### src/rtl/wb_tia_sequencer_pkg.sv
// Shared definitions for the TIA Wishbone command sequencer:
// command opcodes, TIA register addresses and FSM state encoding.
package wb_tia_pkg;

  localparam logic [1:0] OP_WRITE = 2'b00;
  localparam logic [1:0] OP_READ  = 2'b01;
  localparam logic [1:0] OP_SYNC  = 2'b10;
  localparam logic [1:0] OP_DELAY = 2'b11;

  localparam logic [6:0] WSYNC  = 7'h02;
  localparam logic [6:0] COLUBK = 7'h09;
  localparam logic [6:0] INPT4  = 7'h0c;
  localparam logic [6:0] HMOVE  = 7'h2a;

  typedef enum logic [2:0] {
    ST_IDLE,
    ST_STB,
    ST_WAIT_ACK,
    ST_SYNC,
    ST_DELAY,
    ST_RESP
  } state_e;

endpackage

### src/rtl/wb_tia_sequencer_sync_fifo.sv
// Single-clock FIFO with combinational head read and full/empty flags.
// Caller guarantees no pop when empty and no push when full unless popping.
module sync_fifo #(
  parameter int WIDTH = 8,
  parameter int DEPTH = 4
) (
  input  logic             clk,
  input  logic             rst_n,
  input  logic             push,
  input  logic [WIDTH-1:0] push_dat,
  input  logic             pop,
  output logic [WIDTH-1:0] head_dat,
  output logic             full,
  output logic             empty
);

  localparam int PW = $clog2(DEPTH);

  logic [WIDTH-1:0] mem [DEPTH];
  logic [PW:0]      wr_q;
  logic [PW:0]      rd_q;

  // Pointers carry one extra wrap bit to tell full from empty.
  assign empty    = (wr_q == rd_q);
  assign full     = (wr_q[PW] != rd_q[PW]) && (wr_q[PW-1:0] == rd_q[PW-1:0]);
  assign head_dat = mem[rd_q[PW-1:0]];

  always_ff @(posedge clk or negedge rst_n) begin
    if (!rst_n) begin
      wr_q <= '0;
      rd_q <= '0;
    end else begin
      if (push) wr_q <= wr_q + (PW+1)'(1);
      if (pop)  rd_q <= rd_q + (PW+1)'(1);
    end
  end

  always_ff @(posedge clk) begin
    if (push) mem[wr_q[PW-1:0]] <= push_dat;
  end

endmodule

### src/rtl/wb_tia_sequencer.sv
// Wishbone initiator replaying a queued command stream into the TIA register file,
// with single-cycle strobes, WSYNC stall handling, ack timeout and read responses.
module wb_tia_sequencer
  import wb_tia_pkg::*;
#(
  parameter int WB_DATA_WIDTH = 8,
  parameter int WB_ADDR_WIDTH = 7,
  parameter int FIFO_DEPTH    = 4,
  parameter int TIMEOUT       = 255
) (
  input  logic                     clk_i,
  input  logic                     rst_ni,
  input  logic                     cmd_valid_i,
  output logic                     cmd_ready_o,
  input  logic [1:0]               cmd_op_i,
  input  logic [WB_ADDR_WIDTH-1:0] cmd_adr_i,
  input  logic [WB_DATA_WIDTH-1:0] cmd_dat_i,
  output logic                     rsp_valid_o,
  output logic [WB_DATA_WIDTH-1:0] rsp_dat_o,
  output logic                     rsp_err_o,
  output logic                     stb_o,
  output logic                     we_o,
  output logic [WB_ADDR_WIDTH-1:0] adr_o,
  output logic [WB_DATA_WIDTH-1:0] dat_o,
  input  logic                     ack_i,
  input  logic [WB_DATA_WIDTH-1:0] dat_i,
  input  logic                     stall_i,
  output logic                     busy_o
);

  localparam int CMD_W = 2 + WB_ADDR_WIDTH + WB_DATA_WIDTH;
  localparam int TO_W  = $clog2(TIMEOUT + 1);
  localparam logic [TO_W-1:0] TO_LAST = TO_W'(TIMEOUT - 1);

  state_e state_q, state_d;

  logic [CMD_W-1:0]         head;
  logic [1:0]               head_op;
  logic [WB_ADDR_WIDTH-1:0] head_adr;
  logic [WB_DATA_WIDTH-1:0] head_dat;
  logic                     fifo_full;
  logic                     fifo_empty;
  logic                     push;
  logic                     pop;
  logic                     load_bus;

  logic [TO_W-1:0]          to_cnt_q, to_cnt_d;
  logic [WB_DATA_WIDTH-1:0] dly_cnt_q, dly_cnt_d;
  logic [WB_DATA_WIDTH-1:0] cap_dat_q, cap_dat_d;
  logic                     err_q, err_d;
  logic                     we_q;
  logic [WB_ADDR_WIDTH-1:0] adr_q;
  logic [WB_DATA_WIDTH-1:0] dat_q;
  logic                     rsp_valid_q;
  logic [WB_DATA_WIDTH-1:0] rsp_dat_q;
  logic                     rsp_err_q;

  // A full FIFO still accepts when the head leaves in the same cycle.
  assign cmd_ready_o = !fifo_full || pop;
  assign push        = cmd_valid_i && cmd_ready_o;

  sync_fifo #(
    .WIDTH (CMD_W),
    .DEPTH (FIFO_DEPTH)
  ) u_fifo (
    .clk      (clk_i),
    .rst_n    (rst_ni),
    .push     (push),
    .push_dat ({cmd_op_i, cmd_adr_i, cmd_dat_i}),
    .pop      (pop),
    .head_dat (head),
    .full     (fifo_full),
    .empty    (fifo_empty)
  );

  assign {head_op, head_adr, head_dat} = head;

  always_ff @(posedge clk_i or negedge rst_ni) begin
    if (!rst_ni) state_q <= ST_IDLE;
    else         state_q <= state_d;
  end

  always_comb begin
    state_d   = state_q;
    pop       = 1'b0;
    load_bus  = 1'b0;
    to_cnt_d  = to_cnt_q;
    dly_cnt_d = dly_cnt_q;
    cap_dat_d = cap_dat_q;
    err_d     = err_q;
    case (state_q)
      ST_IDLE: begin
        if (!fifo_empty && !stall_i) begin
          pop = 1'b1;
          case (head_op)
            OP_WRITE, OP_READ: begin
              load_bus = 1'b1;
              state_d  = ST_STB;
            end
            OP_SYNC: state_d = ST_SYNC;
            default: begin
              dly_cnt_d = head_dat;
              state_d   = ST_DELAY;
            end
          endcase
        end
      end
      ST_STB, ST_WAIT_ACK: begin
        // The strobe is never held: the TIA acts on a single strobe edge.
        if (ack_i) begin
          err_d     = 1'b0;
          cap_dat_d = dat_i;
          state_d   = we_q ? ST_IDLE : ST_RESP;
        end else if (state_q == ST_STB) begin
          to_cnt_d = '0;
          state_d  = ST_WAIT_ACK;
        end else if (to_cnt_q == TO_LAST) begin
          err_d   = 1'b1;
          state_d = ST_RESP;
        end else begin
          to_cnt_d = to_cnt_q + TO_W'(1);
        end
      end
      ST_SYNC: begin
        if (!stall_i) state_d = ST_IDLE;
      end
      ST_DELAY: begin
        if (dly_cnt_q == '0) state_d = ST_IDLE;
        else                 dly_cnt_d = dly_cnt_q - WB_DATA_WIDTH'(1);
      end
      ST_RESP: state_d = ST_IDLE;
      default: state_d = ST_IDLE;
    endcase
  end

  always_ff @(posedge clk_i or negedge rst_ni) begin
    if (!rst_ni) begin
      to_cnt_q    <= '0;
      dly_cnt_q   <= '0;
      cap_dat_q   <= '0;
      err_q       <= 1'b0;
      we_q        <= 1'b0;
      adr_q       <= '0;
      dat_q       <= '0;
      rsp_valid_q <= 1'b0;
      rsp_dat_q   <= '0;
      rsp_err_q   <= 1'b0;
    end else begin
      to_cnt_q    <= to_cnt_d;
      dly_cnt_q   <= dly_cnt_d;
      cap_dat_q   <= cap_dat_d;
      err_q       <= err_d;
      rsp_valid_q <= (state_q == ST_RESP);
      if (load_bus) begin
        we_q  <= (head_op == OP_WRITE);
        adr_q <= head_adr;
        dat_q <= head_dat;
      end
      if (state_q == ST_RESP) begin
        rsp_dat_q <= err_q ? '0 : cap_dat_q;
        rsp_err_q <= err_q;
      end
    end
  end

  // Strobe decodes straight from state so reset drops it asynchronously.
  assign stb_o       = (state_q == ST_STB);
  assign we_o        = we_q;
  assign adr_o       = adr_q;
  assign dat_o       = dat_q;
  assign rsp_valid_o = rsp_valid_q;
  assign rsp_dat_o   = rsp_dat_q;
  assign rsp_err_o   = rsp_err_q;
  assign busy_o      = (state_q != ST_IDLE) || !fifo_empty;

endmodule
### config.mk
export PLATFORM = sky130hd
export DESIGN_NAME = wb_tia_sequencer
export DESIGN_NICKNAME = d
export VERILOG_FILES = /design/src/rtl/wb_tia_sequencer_pkg.sv /design/src/rtl/wb_tia_sequencer_sync_fifo.sv /design/src/rtl/wb_tia_sequencer.sv
export SDC_FILE = /design/constraint.sdc
export NUM_CORES = 1
export LEC_CHECK = 0
export CORE_AREA = 2 2 87 152
export CTS_BUF_LIST = sky130_fd_sc_hd__clkbuf_8
export DETAILED_ROUTE_END_ITERATION = 10
export DIE_AREA = 0 0 89 154
export PLACE_DENSITY = 0.67
export SYNTH_ARGS = -nofsm -noshare
export SYNTH_HDL_FRONTEND = slang
export SYNTH_SLANG_ARGS = --single-unit
### constraint.sdc
create_clock -name clk_i -period 6.25 [get_ports clk_i]
set_input_delay 1.25 -clock clk_i [delete_from_list [all_inputs] [get_ports clk_i]]
set_output_delay 1.25 -clock clk_i [all_outputs]
set_load 0.02 [all_outputs]
==> summary.md <==
| Metric | Value |
|---|---|
| Status | `finished clean` |
| Sw frac | `35.5%` |
| Setup crit end kind | `primary output` |
| Pint | `2120 µW` |
| Async SR Flop Fraction | `46.9%` |
| HP Class | `flop to flop` |
| Drt drc | `0` |
| Core ar. | `12400 µm²` |
| Synthesized area | `5540 µm²` |
| Clock power frac | `19.9%` |
| Worst Tran Pin Value | `1100 ps` |
| First-pass GRT wire length | `17100 µm` |
| Via count | `3258` |
| Yosys Warn Count | `0` |
| Clock Latency Late Sink | `430 ps` |
| Area fraction of the dominant cell type after synthesis | `36.8%` |
| Pwr per Cell Area | `493 nW/µm²` |
| EDFF count, synth | `68` |
| TritonRoute pass-1 iters | `4` |
| DP Worst Slack | `1890 ps` |
| Mean Syn Cell Area | `15.3 µm²` |
| Crit Path Max Fanout | `6` |
| Starting Density | `44.6%` |
| Max IR drop VDD | `0.178 mV` |
| Row cnt | `54` |
| Antenna violations before repair | `0` |
| Slew headroom | `26.9%` |
| Post-cts sizing count | `0` |
| P_sw | `1160 µW` |
| Dpl cells | `578` |
| Routability cong. | `0.757` |
| Fmax | `0.229 GHz` |
| Synth-to-layout area growth | `19.9%` |
| I/O Buffers | `58` |
| Pins Over Slew Limit | `0` |
| Skew final | `13.6 ps` |
| Crit Path Category | `primary input to primary output` |
| Critical Path RT | `5000 ps` |
| Pleak | `0.00251 µW` |
| MaxCap Viol Count | `0` |
| CTS Buf Count | `17` |
| Hold-fix buffers, CTS | `0` |
| Crit share post-route | `69.9%` |
| Share of cells above drive strength 1 | `19.7%` |
| Cell variety after synth | `52` |
| CP max stage delay | `660 ps` |
| Clk sinks | `128` |
| ANT nets after route | `0` |
| Total routed wirelength | `10600 µm` |
| RSZ-0062 raised after global routing | `no` |
| Final setup violation count | `0` |
| Slowest-stage cell, CP | `clkdlybuf4s50_1` |
| Area occupied by multi-input gates | `1900 µm²` |
| Top FF cell, synth | `edfxtp_1` |
| Clock period minus final worst setup slack | `4370 ps` |
| DIE HEIGHT | `154 µm` |
| Postcts setup bufs | `0` |
| Dominant cell type by area after synthesis | `edfxtp_1` |
| GRT Util Overall | `16.7%` |
| Largest net degree at the start of global routing | `61` |
| Die X | `89 µm` |
| Total grt overflow | `0` |
| Reg power frac | `41.8%` |
| Syn Inst Count | `363` |
| Vias per cell | `5.34` |
| Clock-pin slew on the worst setup and hold paths | `70 ps` |
| Fin nets | `468` |
| Cell Count, Final, Fillers Out | `610` |
| Crit path DAT | `3120 ps` |
| Bufs on Longest Clock Path | `2` |
| CP most frequent cell | `clkdlybuf4s50_1` |
| Synth top cells by count | `edfxtp_1, dfrtp_1, nand2_1, mux2_2, nand2b_1` |
| DPL Wire Length | `7370 µm` |
| Setup TNS | `0 ps` |
| Register area share after synthesis | `63.9%` |
| Syn_nets | `402` |
| CP cell instances | `clkdlybuf4s50_1 > or4_4 > nand4_1 > clkdlybuf4s50_1` |
| FF/Latch Area | `3540 µm²` |
| PnR worst setup slack | `1880 ps` |
| Vias in the first global route | `3360` |
| Fillers | `1085` |
| CTS tree | `yes` |
| Root Buffer | `clkbuf_8` |
| Setup crit start kind | `primary input` |
| Area contributors post-synth | `edfxtp_1, dfrtp_1, mux4_2` |
| H-tree level count | `4` |
| Top Ports | `59` |
| Initial DRC count | `161` |
| Synth Register Bits | `128` |
| Comb pwr share | `38.3%` |
| Final hold violations | `0` |
| Die ar. | `13700 µm²` |
| Most common cell in the synthesized netlist | `edfxtp_1` |
| DR WL/cell | `17.3 µm` |
| # diodes | `0` |
==> cells in the final DEF, fill, tap and decap left out, types with 4 or more instances in the layout <==
master and instances:
xnor2_1 8, nand2b_1 15, clkbuf_8 17, o21ai_0 14, or3_1 4, nand4_1 4, mux2_2 19, nor3_1 7
clkdlybuf4s50_1 57, edfxtp_1 68, a21oi_1 8, and3_1 5, mux4_1 6, dfrtp_1 60, inv_1 9, o221a_2 4
inv_6 5, mux2i_1 7, ha_1 9, mux2_4 8, mux4_2 11, nand2_1 25, nor2_1 5
==> critical path, delay by kind of cell <==
| kind | cells | cell delay (ps) |
|---|---|---|
| buffers and inverters | 2 | 1140 |
| AND/OR/NAND/NOR | 2 | 730 |
==> metrics by stage <==
step	total power, µW	instance area, µm²	util [%]	hold slack [ps]
floorplan	2230	5540	-	482
global placement	2620	6280	50.5	464
detailed placement	2660	6280	50.5	472
CTS	3320	6650	53.5	489
global route	3480	6650	53.5	515
finish	3280	6650	53.5	485
==> layer usage <==
layer | track usage, % | share of wire [%]
met5 | 0 | 0
met4 | 6.89 | 1.7
met3 | 4.67 | 3.5
met2 | 29.7 | 56
met1 | 18.0 | 38
==> worst paths after layout <==
path	start	endpoint	slack [ps]	cells after the start
setup / recovery	stall_i	cmd_ready_o	1880	4
hold / removal	rsp_dat_o[3]	rsp_dat_o[3]	490	2
setup reg to reg	u_fifo.rd_q[1]	adr_o[6]	3440	3
min in group asynchronous	rst_ni	to_cnt_q[3]	960	2
hold reg to reg	rsp_dat_o[3]	rsp_dat_o[3]	490	2
max in group asynchronous	rst_ni	cap_dat_q[2]	4760	2
==> flip-flops by register name (all words and copies together) (netlist names) <==
register and cells:
rsp_dat_o 8, u_fifo.mem 68, dly_cnt_q 8, cap_dat_q 8
state_q 3, rsp_valid_o 1, u_fifo.rd_q 3, err_q 1
we_o 1, rsp_err_o 1, to_cnt_q 8, u_fifo.wr_q 3
adr_o 7, dat_o 8
==> cell type report <==
type	instances	area share [%]
Sequential cell	128	53.3
Timing Repair Buffer	61	9.00
Clock inverter	15	1.99
Inverter	9	0.508
Multi-Input combinational cell	212	28.5
Clock buffer	17	3.52
Tap cell	168	3.16
==> power groups by stage <==
stage / Clock (µW) / Combinational, µW / Sequential, µW
6_report: 651 / 1260 / 1370
5_1_grt: 708 / 1370 / 1400
4_1_cts: 675 / 1280 / 1370
3_5_place_dp: 0 / 1270 / 1390
3_3_place_gp: 0 / 1240 / 1370
2_1_floorplan: 0 / 834 / 1390
==> logic make-up after synthesis <==
group,count (synthesis),synth area share (%)
flip-flops,128,63.9
AND/OR/NAND/NOR,87,8.67
AO/OA/AOI/OAI,54,7.18
multiplexers,51,14.6
buffers and inverters,23,1.87
XOR/XNOR,11,1.74
adder cells (fa/ha/maj),9,2.03
Note: power is estimated with default switching activity, not from simulation.
